## src/rtl/rd_port_fwft.sv

```systemverilog
// Read-domain port of the async FIFO: binary/Gray read pointer, empty detect and a
// 2-entry first-word-fall-through output buffer. Optional rd_level via FIFO_RD_LEVEL_EN.
module rd_port_fwft #(
  parameter int unsigned WIDTH  = 4,
  parameter int unsigned DATA_W = 8
) (
  input  logic              clk,
  input  logic              reset,
  input  logic [WIDTH:0]    wptr_sync,
  input  logic [DATA_W-1:0] mem_rdata,
  output logic              r_en,
  output logic [WIDTH-1:0]  r_addr,
  output logic [WIDTH:0]    rptr,
  output logic              empty,
  output logic              m_valid,
  input  logic              m_ready,
  output logic [DATA_W-1:0] m_data
`ifdef FIFO_RD_LEVEL_EN
  ,
  output logic [WIDTH:0]    rd_level
`endif
);

  typedef enum logic [1:0] {
    EMPTY = 2'd0,
    ONE   = 2'd1,
    TWO   = 2'd2
  } occ_e;

  occ_e              occ_q, occ_d;
  logic [1:0]        occ_cnt;
  logic              infl_q;
  logic [WIDTH:0]    rbin_q, rbin_d;
  logic [WIDTH:0]    rptr_q;
  logic [DATA_W-1:0] buf_q [2];
  logic              head_q;
  logic              pop;
  logic [2:0]        fill_after;

  assign occ_cnt = occ_q;
  assign r_addr  = rbin_q[WIDTH-1:0];
  assign rptr    = rptr_q;
  assign empty   = (rptr_q == wptr_sync);

  // The word arriving from RAM is presented directly while the buffer is empty,
  // which gives one-cycle fetch-to-valid latency and 1 word/cycle streaming.
  assign m_valid = (occ_q != EMPTY) || infl_q;
  assign m_data  = (occ_q == EMPTY && infl_q) ? mem_rdata : buf_q[head_q];

  always_comb begin
    pop        = m_valid && m_ready;
    fill_after = {1'b0, occ_cnt} + {2'b00, infl_q} - {2'b00, pop};
    r_en       = !empty && (fill_after < 3'd2);
    rbin_d     = rbin_q + {{WIDTH{1'b0}}, r_en};
    case (fill_after)
      3'd0:    occ_d = EMPTY;
      3'd1:    occ_d = ONE;
      default: occ_d = TWO;
    endcase
  end

  always_ff @(posedge clk) begin
    if (reset) begin
      rbin_q <= '0;
      rptr_q <= '0;
      infl_q <= 1'b0;
      occ_q  <= EMPTY;
      head_q <= 1'b0;
      for (int unsigned i = 0; i < 2; i++) begin
        buf_q[i] <= '0;
      end
    end else begin
      rbin_q <= rbin_d;
      rptr_q <= rbin_d ^ (rbin_d >> 1);
      infl_q <= r_en;
      occ_q  <= occ_d;
      // Tail slot is head+occ; a word consumed straight off the bypass is written
      // to the head slot but never counted, so it is harmlessly overwritten later.
      if (infl_q) begin
        buf_q[head_q ^ occ_cnt[0]] <= mem_rdata;
      end
      if (pop && occ_q != EMPTY) begin
        head_q <= ~head_q;
      end
    end
  end

`ifdef FIFO_RD_LEVEL_EN
  logic [WIDTH:0] rd_level_q;

  function automatic logic [WIDTH:0] gray2bin(input logic [WIDTH:0] g);
    logic [WIDTH:0] b;
    b[WIDTH] = g[WIDTH];
    for (int unsigned i = 0; i < WIDTH; i++) begin
      b[WIDTH-1-i] = b[WIDTH-i] ^ g[WIDTH-1-i];
    end
    return b;
  endfunction

  always_ff @(posedge clk) begin
    if (reset) begin
      rd_level_q <= '0;
    end else begin
      rd_level_q <= gray2bin(wptr_sync) - rbin_d;
    end
  end

  assign rd_level = rd_level_q;
`endif

endmodule

```

## config.mk

```make
export PLATFORM = sky130hd
export DESIGN_NAME = rd_port_fwft
export DESIGN_NICKNAME = d
export VERILOG_FILES = /design/src/rtl/rd_port_fwft.sv
export SDC_FILE = /design/constraint.sdc
export NUM_CORES = 1
export LEC_CHECK = 0
export CAP_MARGIN = 10
export CORE_ASPECT_RATIO = 0.8
export CORE_MARGIN = 3
export CORE_UTILIZATION = 28
export DETAILED_ROUTE_END_ITERATION = 8
export PLACE_DENSITY = 0.52
export REMOVE_ABC_BUFFERS = 1
export SLEW_MARGIN = 20
export SYNTH_ARGS = -nofsm -noshare
export SYNTH_HDL_FRONTEND = slang
export SYNTH_SLANG_ARGS = --single-unit
```

## constraint.sdc

```tcl
create_clock -name clk -period 4.3 [get_ports clk]
set_input_delay 0.86 -clock clk [delete_from_list [all_inputs] [get_ports clk]]
set_output_delay 0.86 -clock clk [all_outputs]
set_load 0.05 [all_outputs]
```

# Word-level counts from Yosys, hierarchy flattened
# Memories as Yosys holds them, arrays and structs flattened. A register that Yosys moved wholly into a read port is not among the register bits.
# Index checks and enable logic that the tools add are counted.
# totals
register_bits	14
latchBits	0
mem_bits_rw	16
romBits	0
out_inout_bits	20
memories	1
# op_classes
n_addsub	3
multipliers	0
n_div	0
magnitude_cmp	1
eq_ne	2
n_shift	0
n_mux	12
bitwise	3
n_reduce_logical	10
# mem_list
memory	words	width	read_ports	rd_clocked_by_memory_dff	write_ports	line	source
buf_q	2	8	1	1	2	35	logic [DATA_W-1:0] buf_q [2];
# op_table
operator	count
$mux W8	2
$mux W1	9
$reduce_or A8 Y1	1
$add A5 B1 Y5	1
$eq A5 B5 Y1	1
$xor A5 B4 Y5	1
$logic_and A1 B1 Y1	4
$pmux W2 S2	1
$add A2 B1 Y3	1
$eq A3 B1 Y1 const B	1
$logic_not A3 Y1	1
$lt A3 B2 Y1 const B	1
$sub A3 B1 Y3	1
$logic_not A2 Y1	1
$reduce_bool A2 Y1	1
$logic_not A1 Y1	1
$logic_or A1 B1 Y1	1
$not A1 Y1	1
$xor A1 B1 Y1	1

# Longest topological paths before layout
# depth
ltp_word	8
depth_mapped	15
ltp_nobuf	15

# Worst setup path before layout
# Ideal clock, no wire load.
# synth_timing
kind	input port to flip-flop
from	input port wptr_sync[3]
to	register rptr_q[3], in the netlist rptr[3]
setup_ns	0.123
arrival_time_ns	4.294
slack_ns	-0.117
path_stages	9
path_cell_list	xnor2_1 > nand3_1 > nor3_1 > nor2_1 > ha_1 > ha_1 > mux2_4 > a22oi_1 > mux2_1
# synth_between
elab_chain_len	5
# synth_rtl
item	line	source
start: declaration	9	input logic [WIDTH:0] wptr_sync,
$eq A5 B5 Y1	43	assign empty = (rptr_q == wptr_sync);
via empty	14	output logic empty,
$logic_not A1 Y1	53	r_en = !empty && (fill_after < 3'd2);
$logic_and A1 B1 Y1	53	
via r_en	11	output logic r_en,
$add A5 B1 Y5	54	rbin_d = rbin_q + {{WIDTH{1'b0}}, r_en};
$xor A5 B4 Y5	74	rptr_q <= rbin_d ^ (rbin_d >> 1);
end signal: assignment	74	
end: declaration	34	logic [WIDTH:0] rptr_q;
# The timed path passes the listed nets, and every way through them passes these cells.
# A chain may end at the register's enable or synchronous reset.

# Final worst setup path
# layout_timing
from	input port m_ready
to	output port r_en
# layout_between
elab_chain_len	4
# layout_rtl
item	line	source
start: declaration	16	input logic m_ready,
$logic_and A1 B1 Y1	51	pop = m_valid && m_ready;
$sub A3 B1 Y3	52	fill_after = {1'b0, occ_cnt} + {2'b00, infl_q} - {2'b00, pop};
$lt A3 B2 Y1	53	
$logic_and A1 B1 Y1	53	
end: declaration	11	
# No other way between the ends.

==> key figures <==
Place
  • Port Buffer Count: 35
  • Placed Area: 1887 µm²
  • GP Congestion: 0.7220
  • Hpwl dp: 2169 µm
  • Placed Cells: 225

Detailed routing
  • Final WL: 2913 µm
  • Drt drc: 0
  • Drt pass-1 iters: 4
  • Via density: 4.296
  • Routed WL per cell: 12.50 µm
  • Routed via count: 1001
  • Detailed Route Iter0 Violations: 26
  • Antenna viol nets, final: 0

Worst setup path
  • Crit start category: primary input
  • Arrival @ worst endpoint: 3.06 ns
  • R2R Path Start: occ_cnt[1]
  • Reg2reg path depth: 15
  • Critical Path Start: m_ready
  • Reg2reg end: rptr[3]
  • Crit path kind: primary input to output port
  • Crit. End Element: output port
  • Crit Path Max Fanout: 3
  • Worst R2R Setup Slack: 0.69 ns
  • Worst EP required: 3.44 ns

STA
  • Final hold violation count: 0
  • Final Critical Period: 3.921 ns
  • Fin. max-slew vios: 0
  • RSZ-0062 raised after global routing: no
  • Worst hold slack: 0.5586 ns
  • Final TNS setup: 0 ns
  • Fmax: 255.1 MHz
  • Worst-Margin Slew: 0.8472 ns
  • Final period util: 0.9118
  • Final Skew: 0.003272 ns
  • Rel. slew slack: 0.4321
  • Final setup violation count: 0

Floorplan
  • Initial Util: 0.3038
  • Die Y: 70.48 µm
  • Die width: 86.60 µm
  • Num rows: 22
  • Die Area: 6104 µm²
  • I/O pin cnt: 36
  • Core Area: 4790 µm²

CTS
  • Cts hold-fix bufs: 0
  • Later-pin clock latency in the skew report: 0.27 ns
  • Clock slew at reported path FFs: 0.06 ns
  • CTS tree: built
  • Max H-tree Level: 2
  • Root Buffer: clkbuf_8
  • Clock sink count: 30
  • Post CTS Setup Buffer Count: 0
  • Clock Tree Buf Depth: 2
  • Number of CTS-inserted buffers: 5
  • Post-cts sizing count: 0

Synth
  • Synth top area share: 0.3302
  • Sequential element share of the synthesized area: 0.5228
  • Syn_area_per_cell: 11.02 µm²
  • Ys Warns: 0
  • Synth unique cells: 28
  • Top FF cell, synth: edfxtp_1
  • Syn Inst Count: 132
  • Post-synth top area cell: edfxtp_1
  • Synth cell count leaders: 18 x and2_1, 16 x edfxtp_1, 14 x dfxtp_1, 10 x nand2_1, 10 x o21ai_0
  • Post-synth EDFFs: 16
  • Syn Std Cell Area: 1455 µm²
  • Async SR Flop Fraction: 0
  • Top-count cell post-synth: and2_1
  • Synth top area cells: edfxtp_1 33%, dfxtp_1 19%, and2_1 7.7%
  • Synthesized flop and latch total: 30

Global routing
  • Global-route wire length before repair: 4899 µm
  • Pin count of the biggest net entering global routing: 20
  • Initial antenna violation count: 0
  • GRT Total Usage: 0.1045
  • Vias in the first global route: 983
  • Overflow left after global routing: 0

Layout
  • Final non-filler cell total: 233
  • Cell area after layout: 1968 µm²
  • Final nets: 193
  • Area growth syn-to-layout: 35.25%
  • Share of cells above drive strength 1: 0.08671
  • Diodes inserted: 0

Min path
  • Hold wc startpoint: head_q
  • Hold WC Path Type: register to register
  • Hold path cells: 2

Power and ir drop
  • P_leak: 0.7289 nW
  • Pwr Total: 1.290 mW
  • Peak supply drop: 0.2583 mV
  • Cell Pwr Density: 655.3 nW/µm²

Status
  • Status: finished, final reports clean

Flow run
  • Max Cap Viol: 0
## worst max-delay path, cell delays in order
cell and delay [ns]:
clkdlybuf4s50_1 0.41, and2_1 0.15, ha_1 0.26, inv_1 0.06
ha_1 0.14, inv_1 0.05, fa_1 0.37, xnor2_1 0.18
nand2_1 0.12, nor2_1 0.18, buf_4 0.15, buf_12 0.12
## worst max-delay path by stage
stage	endpoint	depth (start not counted)	slack, ns
3_5_place_dp	rptr[3]	15	0.22
2_1_floorplan	rptr[3]	9	-0.12
5_1_grt	r_en	12	0.18
6_report	r_en	12	0.38
4_1_cts	r_en	12	0.36
3_3_place_gp	rptr[3]	15	0.33
## layer usage
| layer | wire (µm) | GRT usage | up-vias | share of wire |
|---|---|---|---|---|
| li1 | - | - | 521 | - |
| met5 | 0 | 0 | - | 0 |
| met1 | 1351 | 0.1420 | 466 | 0.46 |
| met3 | 80 | 0.02594 | 2 | 0.027 |
| met2 | 1452 | 0.1553 | 12 | 0.50 |
| met4 | 28 | 0.04671 | 0 | 0.0096 |
## where the power goes
part / total (mW) / switching (mW) / internal, mW / leakage, nW
Sequential: 0.403 / 0.0468 / 0.356 / 0.280
Combinational: 0.680 / 0.400 / 0.280 / 0.406
Clock: 0.207 / 0.0965 / 0.111 / 0.0426
Total: 1.29 / 0.544 / 0.746 / 0.729
## cells by family after synthesis
kind of cell | after synthesis | share of synthesized area
AND/OR/NAND/NOR | 53 | 0.2021
flip-flops | 30 | 0.5228
XOR/XNOR | 15 | 0.09029
AO/OA/AOI/OAI | 12 | 0.04299
multiplexers | 10 | 0.07309
buffers and inverters | 7 | 0.02063
adder cells (fa/ha/maj) | 5 | 0.04815
## layout make-up
type,instances,area [µm²]
clock inverter,2,8.758
tap,60,75.07
fill,489,2821
multi-input combinational,95,664.4
clock buffer,6,72.57
inverter,3,11.26
timing repair buffer,37,375.4
sequential,30,760.7
## registers in the layout (all words and copies together), names as in the netlist, named ones only
register,cells
head_q,1
infl_q,1
rptr,4
buf_q,16
occ_cnt,2
rbin_q,5
## layout by cell type (no fill, tap or decap)
cell              n
clkbuf_8          5
ha_1              4
nor2b_1           4
buf_12            1
xor2_1            6
edfxtp_1         16
dfxtp_1          14
xnor2_1           9
o21ai_0          10
nor3b_2           1
or2_2             2
clkbuf_1          1
a22oi_1           1
clkdlybuf4s50_1  34
nand2_1          10
mux2_4            1
a21oi_1           1
inv_1             3
mux2_1            1
fa_1              1
mux2i_1           8
nor3_2            2
nor2_1            9
clkinv_2          1
nor3_1            2
or3_1             1
nand2b_1          1
buf_4             2
nand3_1           2
nor3b_1           1
clkinv_1          1
and2_1           18
## per-stage QoR
stage	worst slack (ns)	util
2_1_floorplan	-0.1173	-
3_3_place_gp	0.3308	0.3939
6_report	0.3795	0.4109
4_1_cts	0.3560	0.4109
5_1_grt	0.1765	0.4109
3_5_place_dp	0.2159	0.3939
Note: power is estimated with default switching activity, not from simulation.
